<file path="config.mk">
export PLATFORM = sky130hd
export DESIGN_NAME = fifo_sync_prog
export DESIGN_NICKNAME = d
export VERILOG_FILES = /design/src/rtl/fifo_pkg.sv /design/src/rtl/ram_simple_dual.sv /design/src/rtl/fifo_sync_prog.sv
export SDC_FILE = /design/constraint.sdc
export NUM_CORES = 1
export LEC_CHECK = 0
export CORE_MARGIN = 2
export CORE_UTILIZATION = 37
export CTS_CLUSTER_SIZE = 10
export DETAILED_ROUTE_END_ITERATION = 10
export PLACE_DENSITY = 0.55
export SYNTH_ARGS = -nofsm -noshare
export SYNTH_HDL_FRONTEND = slang
export SYNTH_SLANG_ARGS = --single-unit
export TNS_END_PERCENT = 100
</file>
<file path="constraint.sdc">
create_clock -name clk -period 3.7 [get_ports clk]
set_input_delay 0.555 -clock clk [delete_from_list [all_inputs] [get_ports clk]]
set_output_delay 0.555 -clock clk [all_outputs]
set_load 0.05 [all_outputs]
</file>
<file path="src/rtl/fifo_pkg.sv">
// Shared definitions for the programmable synchronous FIFO family.
//   read_mode_e : read-port behaviour (standard registered read or FWFT)
//   depth_of    : total entry count for a given RAM address width
//   cnt_width   : width of occupancy count and thresholds (holds 0..DEPTH)
package fifo_pkg;

    typedef enum logic {
        RD_STANDARD = 1'b0,
        RD_FWFT     = 1'b1
    } read_mode_e;

    function automatic int unsigned depth_of(input int unsigned addr_width);
        return 32'd1 << addr_width;
    endfunction

    function automatic int unsigned cnt_width(input int unsigned addr_width);
        return addr_width + 32'd1;
    endfunction

endpackage

</file>
<file path="src/rtl/ram_simple_dual.sv">
// Simple dual-port RAM: one write port, one read port, one-cycle read latency.
//   clk          : clock
//   we/waddr/wdata : write port
//   re/raddr     : read request and address; rdata is valid the cycle after re
//   rdata        : read data
// DISTR=1 registers the read address in front of an asynchronous array read
// (LUT-RAM style); DISTR=0 registers the read data (block-RAM style).
module ram_simple_dual
    import fifo_pkg::*;
#(
    parameter int unsigned DATA_WIDTH = 8,
    parameter int unsigned ADDR_WIDTH = 5,
    parameter int unsigned DISTR      = 0
) (
    input  logic                  clk,
    input  logic                  we,
    input  logic [ADDR_WIDTH-1:0] waddr,
    input  logic [DATA_WIDTH-1:0] wdata,
    input  logic                  re,
    input  logic [ADDR_WIDTH-1:0] raddr,
    output logic [DATA_WIDTH-1:0] rdata
);

    localparam int unsigned DEPTH = depth_of(ADDR_WIDTH);

    logic [DATA_WIDTH-1:0] mem [DEPTH];

    always_ff @(posedge clk) begin
        if (we)
            mem[waddr] <= wdata;
    end

    generate
        if (DISTR != 0) begin : g_distr
            logic [ADDR_WIDTH-1:0] raddr_q;

            always_ff @(posedge clk) begin
                if (re)
                    raddr_q <= raddr;
            end

            // The FIFO never rewrites the slot held in raddr_q while its word
            // is still unconsumed, so the late array read is stable.
            assign rdata = mem[raddr_q];
        end else begin : g_block
            logic [DATA_WIDTH-1:0] rdata_q;

            always_ff @(posedge clk) begin
                if (re)
                    rdata_q <= mem[raddr];
            end

            assign rdata = rdata_q;
        end
    endgenerate

endmodule

</file>
<file path="src/rtl/fifo_sync_prog.sv">
// Synchronous FIFO with programmable almost-full/almost-empty thresholds,
// full-range occupancy count, synchronous flush and sticky error flags.
//   clk, resetn            : clock, asynchronous active-low reset
//   flush                  : synchronous clear, overrides wr_en/rd_en
//   wr_en, din             : write port
//   rd_en, dout, valid     : read port (FWFT: rd_en pops the head on dout)
//   full, empty, count     : occupancy status (count covers 0..DEPTH)
//   af_thresh, ae_thresh   : thresholds for almost_full / almost_empty
//   err_clr                : clears overflow / underflow
//   overflow, underflow    : sticky error flags
// count includes words held in the FWFT prefetch stages.
module fifo_sync_prog
    import fifo_pkg::*;
#(
    parameter int unsigned DATA_WIDTH = 8,
    parameter int unsigned ADDR_WIDTH = 5,
    parameter int unsigned FWFT       = 0,
    parameter int unsigned DISTR      = 0
) (
    input  logic                  clk,
    input  logic                  resetn,
    input  logic                  flush,
    input  logic                  wr_en,
    input  logic [DATA_WIDTH-1:0] din,
    input  logic                  rd_en,
    output logic [DATA_WIDTH-1:0] dout,
    output logic                  valid,
    output logic                  full,
    output logic                  empty,
    input  logic [ADDR_WIDTH:0]   af_thresh,
    input  logic [ADDR_WIDTH:0]   ae_thresh,
    output logic                  almost_full,
    output logic                  almost_empty,
    output logic [ADDR_WIDTH:0]   count,
    input  logic                  err_clr,
    output logic                  overflow,
    output logic                  underflow
);

    localparam read_mode_e  MODE    = (FWFT != 0) ? RD_FWFT : RD_STANDARD;
    localparam int unsigned CW      = cnt_width(ADDR_WIDTH);
    localparam logic [CW-1:0] DEPTH_C = CW'(depth_of(ADDR_WIDTH));

    logic [ADDR_WIDTH-1:0] wptr;
    logic [ADDR_WIDTH-1:0] rptr;
    logic [CW-1:0]         cnt;
    logic                  wr_acc;
    logic                  rd_acc;
    logic                  ram_rd;
    logic                  readable;
    logic [DATA_WIDTH-1:0] ram_q;

    assign full         = (cnt == DEPTH_C);
    assign empty        = (cnt == '0);
    assign count        = cnt;
    assign almost_full  = (cnt >= af_thresh);
    assign almost_empty = (cnt <= ae_thresh);
    assign wr_acc       = wr_en & ~full & ~flush;

    ram_simple_dual #(
        .DATA_WIDTH (DATA_WIDTH),
        .ADDR_WIDTH (ADDR_WIDTH),
        .DISTR      (DISTR)
    ) u_ram (
        .clk   (clk),
        .we    (wr_acc),
        .waddr (wptr),
        .wdata (din),
        .re    (ram_rd),
        .raddr (rptr),
        .rdata (ram_q)
    );

    generate
        if (MODE == RD_FWFT) begin : g_fwft
            // Two-stage prefetch: the RAM read register acts as a holding
            // slot (q_vld) in front of the output register (out_vld). Keeping
            // the held word in the RAM register lets pops run at full rate.
            logic                  q_vld;
            logic                  out_vld;
            logic [DATA_WIDTH-1:0] out_q;
            logic                  out_load;
            logic [CW-1:0]         staged;

            assign staged   = CW'(q_vld) + CW'(out_vld);
            assign readable = out_vld;
            assign rd_acc   = rd_en & out_vld & ~flush;
            assign out_load = q_vld & (~out_vld | rd_acc);
            // Words still in RAM = cnt - staged; fetch when the slot frees.
            assign ram_rd   = ~flush & (cnt > staged) & (~q_vld | out_load);

            always_ff @(posedge clk or negedge resetn) begin
                if (!resetn) begin
                    q_vld   <= 1'b0;
                    out_vld <= 1'b0;
                    out_q   <= '0;
                end else if (flush) begin
                    q_vld   <= 1'b0;
                    out_vld <= 1'b0;
                end else begin
                    q_vld   <= ram_rd | (q_vld & ~out_load);
                    out_vld <= out_load | (out_vld & ~rd_acc);
                    if (out_load)
                        out_q <= ram_q;
                end
            end

            assign valid = out_vld;
            assign dout  = out_q;
        end else begin : g_std
            logic rd_vld;

            assign readable = ~empty;
            assign rd_acc   = rd_en & ~empty & ~flush;
            assign ram_rd   = rd_acc;

            always_ff @(posedge clk or negedge resetn) begin
                if (!resetn)
                    rd_vld <= 1'b0;
                else
                    rd_vld <= rd_acc;
            end

            // RAM output has no reset; dout is forced to zero outside the
            // one-cycle valid window so reset presents dout = 0.
            assign valid = rd_vld;
            assign dout  = rd_vld ? ram_q : '0;
        end
    endgenerate

    always_ff @(posedge clk or negedge resetn) begin
        if (!resetn) begin
            wptr <= '0;
            rptr <= '0;
            cnt  <= '0;
        end else if (flush) begin
            wptr <= '0;
            rptr <= '0;
            cnt  <= '0;
        end else begin
            if (wr_acc)
                wptr <= wptr + 1'b1;
            if (ram_rd)
                rptr <= rptr + 1'b1;
            cnt <= cnt + CW'(wr_acc) - CW'(rd_acc);
        end
    end

    // Set wins over clear; flush suppresses error detection.
    always_ff @(posedge clk or negedge resetn) begin
        if (!resetn) begin
            overflow  <= 1'b0;
            underflow <= 1'b0;
        end else begin
            overflow  <= (wr_en & full & ~flush)     | (overflow  & ~err_clr);
            underflow <= (rd_en & ~readable & ~flush) | (underflow & ~err_clr);
        end
    end

endmodule

</file>
* Word-level counts from Yosys, hierarchy flattened
Memories as Yosys holds them, arrays and structs flattened. A register that Yosys moved wholly into a read port is not among the register bits.
Index checks and enable logic that the tools add are counted.
** Storage, ports and cells
- Register bits :: 19
- Memory bits (writable) :: 256
- Input bits :: 26
- Logic and storage cells :: 41
- Memories kept :: 1
** Memory list
- u_ram.mem :: depth 32, width 8, rd ports 1, clocked after memory_dff 1, write ports 1, RTL line ram_simple_dual.sv:26 : logic [DATA_WIDTH-1:0] mem [DEPTH];
** Operators by class
- Add/subtract/negate cells :: 4
- $lt $le $gt $ge :: 2
- Eq/ne operators :: 1
- Muxes and demuxes :: 8
- Bitwise logic cells :: 16
- Reduce and logical (&&, ||, !) cells :: 3
** Operators by type and width (number)
- 2-to-1 mux 5 bit :: 4
- adder 5 x 1 -> 5 bit (second input constant) :: 2
- AND 1 bit :: 10
- 2-to-1 mux 8 bit :: 1
- adder 6 x 1 -> 6 bit :: 1
- equality test 6 bit (second input constant) :: 1
- greater-or-equal comparator 6 bit :: 1
- less-or-equal comparator 6 bit :: 1
- logical NOT 6 bit :: 1
- 2-to-1 mux 6 bit :: 1
- subtractor 6 x 1 -> 6 bit :: 1
- inverter 1 bit :: 4
- nonzero test 2 bit :: 2
- 2-to-1 mux 1 bit :: 2
- bitwise OR 1 bit :: 2

* Longest topological paths before layout
- Depth after elaboration :: 7
- Mapped depth :: 13

* Modules after synthesis
From an unflattened synthesis, not the netlist that was laid out.
** Second synthesis, totals
- Cells, all modules :: 579
- Area total of the unflattened synthesis :: 11638.7 um2
** By module, submodules not included
- ram_simple_dual :: instances 1, cells an instance 417, area each 10133.5 um2, sequential area each 7927.6 um2
- fifo_sync_prog :: instances 1, cells an instance 162, area each 1505.2 um2, sequential area each 475.5 um2

* Worst setup path after synthesis
No wires, ideal clock.
- Path kind :: reg-to-output
- Start point :: register cnt[3], in the netlist count[3]
- End point :: output port almost_empty
- Data arrival time :: 2.586 ns
- Required time :: 3.145 ns
- Setup slack :: 0.559 ns
- Cell stages (with the launch flop) :: 6
- Path buffers :: 0
- Cells stage by stage :: dfrtp_1 > ha_1 > a21o_1 > a21oi_1 > nor2b_1 > o32ai_1
** On the way
- Cells in the longest elaborated chain, start to end :: 1
** RTL lines
- start, declared :: RTL line fifo_sync_prog.sv:46 : logic [CW-1:0] cnt;
- start signal, assigned :: RTL line fifo_sync_prog.sv:145 : cnt <= cnt + CW'(wr_acc) - CW'(rd_acc);
- less-or-equal comparator 6 bit :: RTL line fifo_sync_prog.sv:57 : assign almost_empty = (cnt <= ae_thresh);
- end, declared :: RTL line fifo_sync_prog.sv:33 : output logic almost_empty,
Every way passes these cells.

* Worst setup path after layout
- Start point :: register cnt[0], in the netlist count[0]
- End point :: output port almost_full
** On the way
- Cells in the longest elaborated chain, start to end :: 1
** RTL lines
- greater-or-equal comparator 6 bit :: RTL line fifo_sync_prog.sv:56 : assign almost_full = (cnt >= af_thresh);
- end, declared :: RTL line fifo_sync_prog.sv:32 : output logic almost_full,
Every way passes these cells.

==> impl_metrics.py <==
metrics = {
    "pwr": {
        "peakVddDrop_v": 0.0002889,
        "finalPower_mw": 8.469,
        "cellLeakagePower_nw": 4.673,
        "pwr_density_cell_nw_per_um2": 613.9,
    },
    "die": {
        "rows": 64,
        "io_pins": 47,
        "die_w_um": 181.4,
        "initial_core_util": 0.3778,
        "coreArea_um2": 30830,
        "die_h_um": 181.4,
        "dieArea_um2": 32920,
    },
    "clocking": {
        "cts_tree": "built",
        "clock_latency_ps": 510,
        "cts_buffer_depth": 3,
        "path_clk_slew_ps": 50,
        "cts_setup_buffers": 0,
        "clockRootBuffer": "clkbuf_16",
        "cts_buffers": 34,
        "postCtsHoldBufs": 0,
        "h-tree-depth": 2,
        "cts_sinks": 283,
        "cts.repair.resized": 0,
    },
    "final_layout": {
        "n_fill_cell": 2649,
        "drive_gt1_frac": 0.1647,
        "final_net_count": 790,
        "fin_util": 0.4474,
        "multi_input_area_um2": 2964,
        "num_antenna_cells": 0,
        "seq_area_um2": 8408,
        "final-instance-count-excl-fill": 1143,
        "finalInstanceArea_um2": 13790,
        "area_growth_syn_to_layout_pct": 18.42,
    },
    "logic_synthesis": {
        "syn_area_per_cell_um2": 18.49,
        "ys.flop_type": "edfxtp_1",
        "syn_inst": 630,
        "async_flop_share": 0.06714,
        "syn-num-nets": 683,
        "netlist-cell-type-count": 45,
        "yosysWarnings": 0,
        "synth-edff-count": 264,
        "synth_area_leaders": "edfxtp_1 (68%), mux4_2 (5.4%), mux4_1 (5.0%)",
        "synth_top_area_share": 0.6806,
        "seq_area_frac_synth": 0.7214,
        "ys_seq_elements": 283,
        "synthesis.area_um2": 11650,
        "synth_top_area_cell": "edfxtp_1",
    },
    "timing": {
        "fin_crit_sh": 0.8952,
        "setup_violations": 0,
        "drv_slew": 0,
        "setup_ws_ps": 387.9,
        "finalClockSkew_ps": 31.38,
        "rsz0062_at_grt": "false",
        "hold_viol_final": 0,
        "worst_pin_slew_ps": 1179,
        "timing.slew.headroom": 0.2115,
        "max_freq_mhz": 301.9,
        "fin_hold_ws_ps": 494.0,
        "fin_setup_tns_ps": 0,
        "period_minus_slack_ps": 3312,
    },
    "flow_run": {
        "cap_violations": 0,
    },
    "worst_setup_path": {
        "critical_path_class": "flop to output pin",
        "rr_worst_depth": 13,
        "cp_cell_sequence": "inv_1 > ha_1 > nand2b_1 > a21o_1 > a211oi_1 > o31ai_1 > clkdlybuf4s50_1",
        "cp.depth": 7,
        "worstPathMaxFanout": 5,
        "cp.arrival_ps": 2760,
        "cpLargestDelayFamily": "buffers and inverters",
        "crit_slowest_cell": "clkdlybuf4s50_1",
        "required_ps": 3140,
        "worstReg2RegStart": "count[2]",
        "end_kind": "output pin",
        "r2r_end": "count[4]",
        "cp_slowest_stage_delay_ps": 880,
        "crit_buf_inv": 2,
        "start_kind": "flop",
        "reg2reg_slack_ps": 760,
    },
    "route": {
        "routed_wl_um": 25360,
        "vias": 6030,
        "ant_nets": 0,
        "wl_met1_um": 11940,
        "viasPerCell": 5.276,
        "met2_length_um": 11970,
        "wl_met3_um": 949,
        "top_layer": "met4",
        "drc": 0,
        "first_pass_iters": 4,
        "drt_iter0_drc": 458,
        "routedWlPerCell_um": 22.19,
    },
    "worst_hold_path": {
        "holdPathStages": 1,
        "hold_start": "overflow",
        "hold-path-endpoint": "overflow",
        "hold_path.class": "flop to flop",
    },
    "grt": {
        "overflow": 0,
        "antenna_found_initial": 0,
        "track_usage": 0.1576,
        "grt_first_pass_wirelength_um": 38630,
        "grt_max_degree": 36,
        "first_global_vias": 6243,
    },
    "place": {
        "dp_slack_ps": 445.7,
        "routabilityCongestion": 0.7540,
        "place.port_buffers": 46,
        "placed_area_um2": 12850,
        "placedCellCount": 1097,
        "dp_hpwl_um": 15990,
    },
    "outcome": {
        "status": "complete, no violations",
    },
}
logic make-up after synthesis:
| group | synth area share |
|---|---|
| AND/OR/NAND/NOR | 0.04189 |
| AO/OA/AOI/OAI | 0.04587 |
| adder cells (fa/ha/maj) | 0.02965 |
| flip-flops | 0.7214 |
| multiplexers | 0.1295 |
| buffers and inverters | 0.02417 |
| XOR/XNOR | 0.007518 |
routing by layer:
metal  vias up  global-route usage
li1       2735                   -
met1      3131              0.2290
met2       125              0.2490
met3        39             0.02467
met4         0             0.04130
met5         -                   0
cell usage after synthesis (4+ instances only):
library cell	number
a22o_1	7
nand3_1	8
inv_1	26
clkbuf_1	10
nand2_1	13
buf_6	4
nor2b_1	5
ha_1	26
nor2_1	48
mux2i_1	30
buf_2	8
a21oi_1	17
xor2_1	6
o221ai_1	8
dfrtp_1	19
o22ai_1	7
a211oi_1	15
mux4_2	28
edfxtp_1	264
mux4_1	22
and2_1	9
xnor2_1	4
a22oi_1	8
worst max path at each step:
| stage | slack (ps) | end | start |
|---|---|---|---|
| after floorplan | 560 | almost_empty | count[3] |
| after global placement | 500 | almost_full | af_thresh[0] |
| after detailed placement | 450 | almost_full | af_thresh[0] |
| after CTS | 340 | almost_full | count[0] |
| after global routing | 280 | almost_full | count[0] |
| final | 390 | almost_full | count[0] |
final cells by class:
| type | instances | area share |
|---|---|---|
| Multi-Input combinational cell | 293 | 0.2149 |
| Clock buffer | 43 | 0.06567 |
| Sequential cell | 283 | 0.6095 |
| Timing Repair Buffer | 99 | 0.06385 |
| Clock inverter | 3 | 0.003084 |
| Inverter | 26 | 0.007075 |
| Tap cell | 396 | 0.03592 |
power breakdown:
| group | internal, mW | total, mW | switching [mW] | leakage [nW] |
|---|---|---|---|---|
| combinational | 0.824 | 1.81 | 0.982 | 1.58 |
| sequential | 3.61 | 3.76 | 0.156 | 2.63 |
| clock | 1.77 | 2.90 | 1.13 | 0.461 |
sequential cells by signal, indices dropped and copies added, names as in the netlist:
register     flops
count            6
u_ram.mem      256
wptr             5
rptr             5
overflow         1
u_ram.rdata      8
underflow        1
valid            1
worst register-to-register path: cells and delay by family, from the launching register on:
kind | cells | cell delay, ps
fa+ha+maj | 4 | 1140
simple gates | 3 | 630
flops | 1 | 460
compound gates | 2 | 250
buf+inv | 3 | 190
xor+xnor | 1 | 140
placed cells by master, fill, tap and decap left out, types with 9 or more instances in the layout:
cell,count
edfxtp_1,264
buf_4,52
nor2_1,48
clkdlybuf4s50_1,45
clkbuf_16,35
mux2i_1,30
mux4_2,28
inv_1,26
ha_1,26
mux4_1,22
a21oi_1,17
dfrtp_1,17
a211oi_1,15
nand2_1,13
and2_1,9
Note: power is estimated with default switching activity, not from simulation.
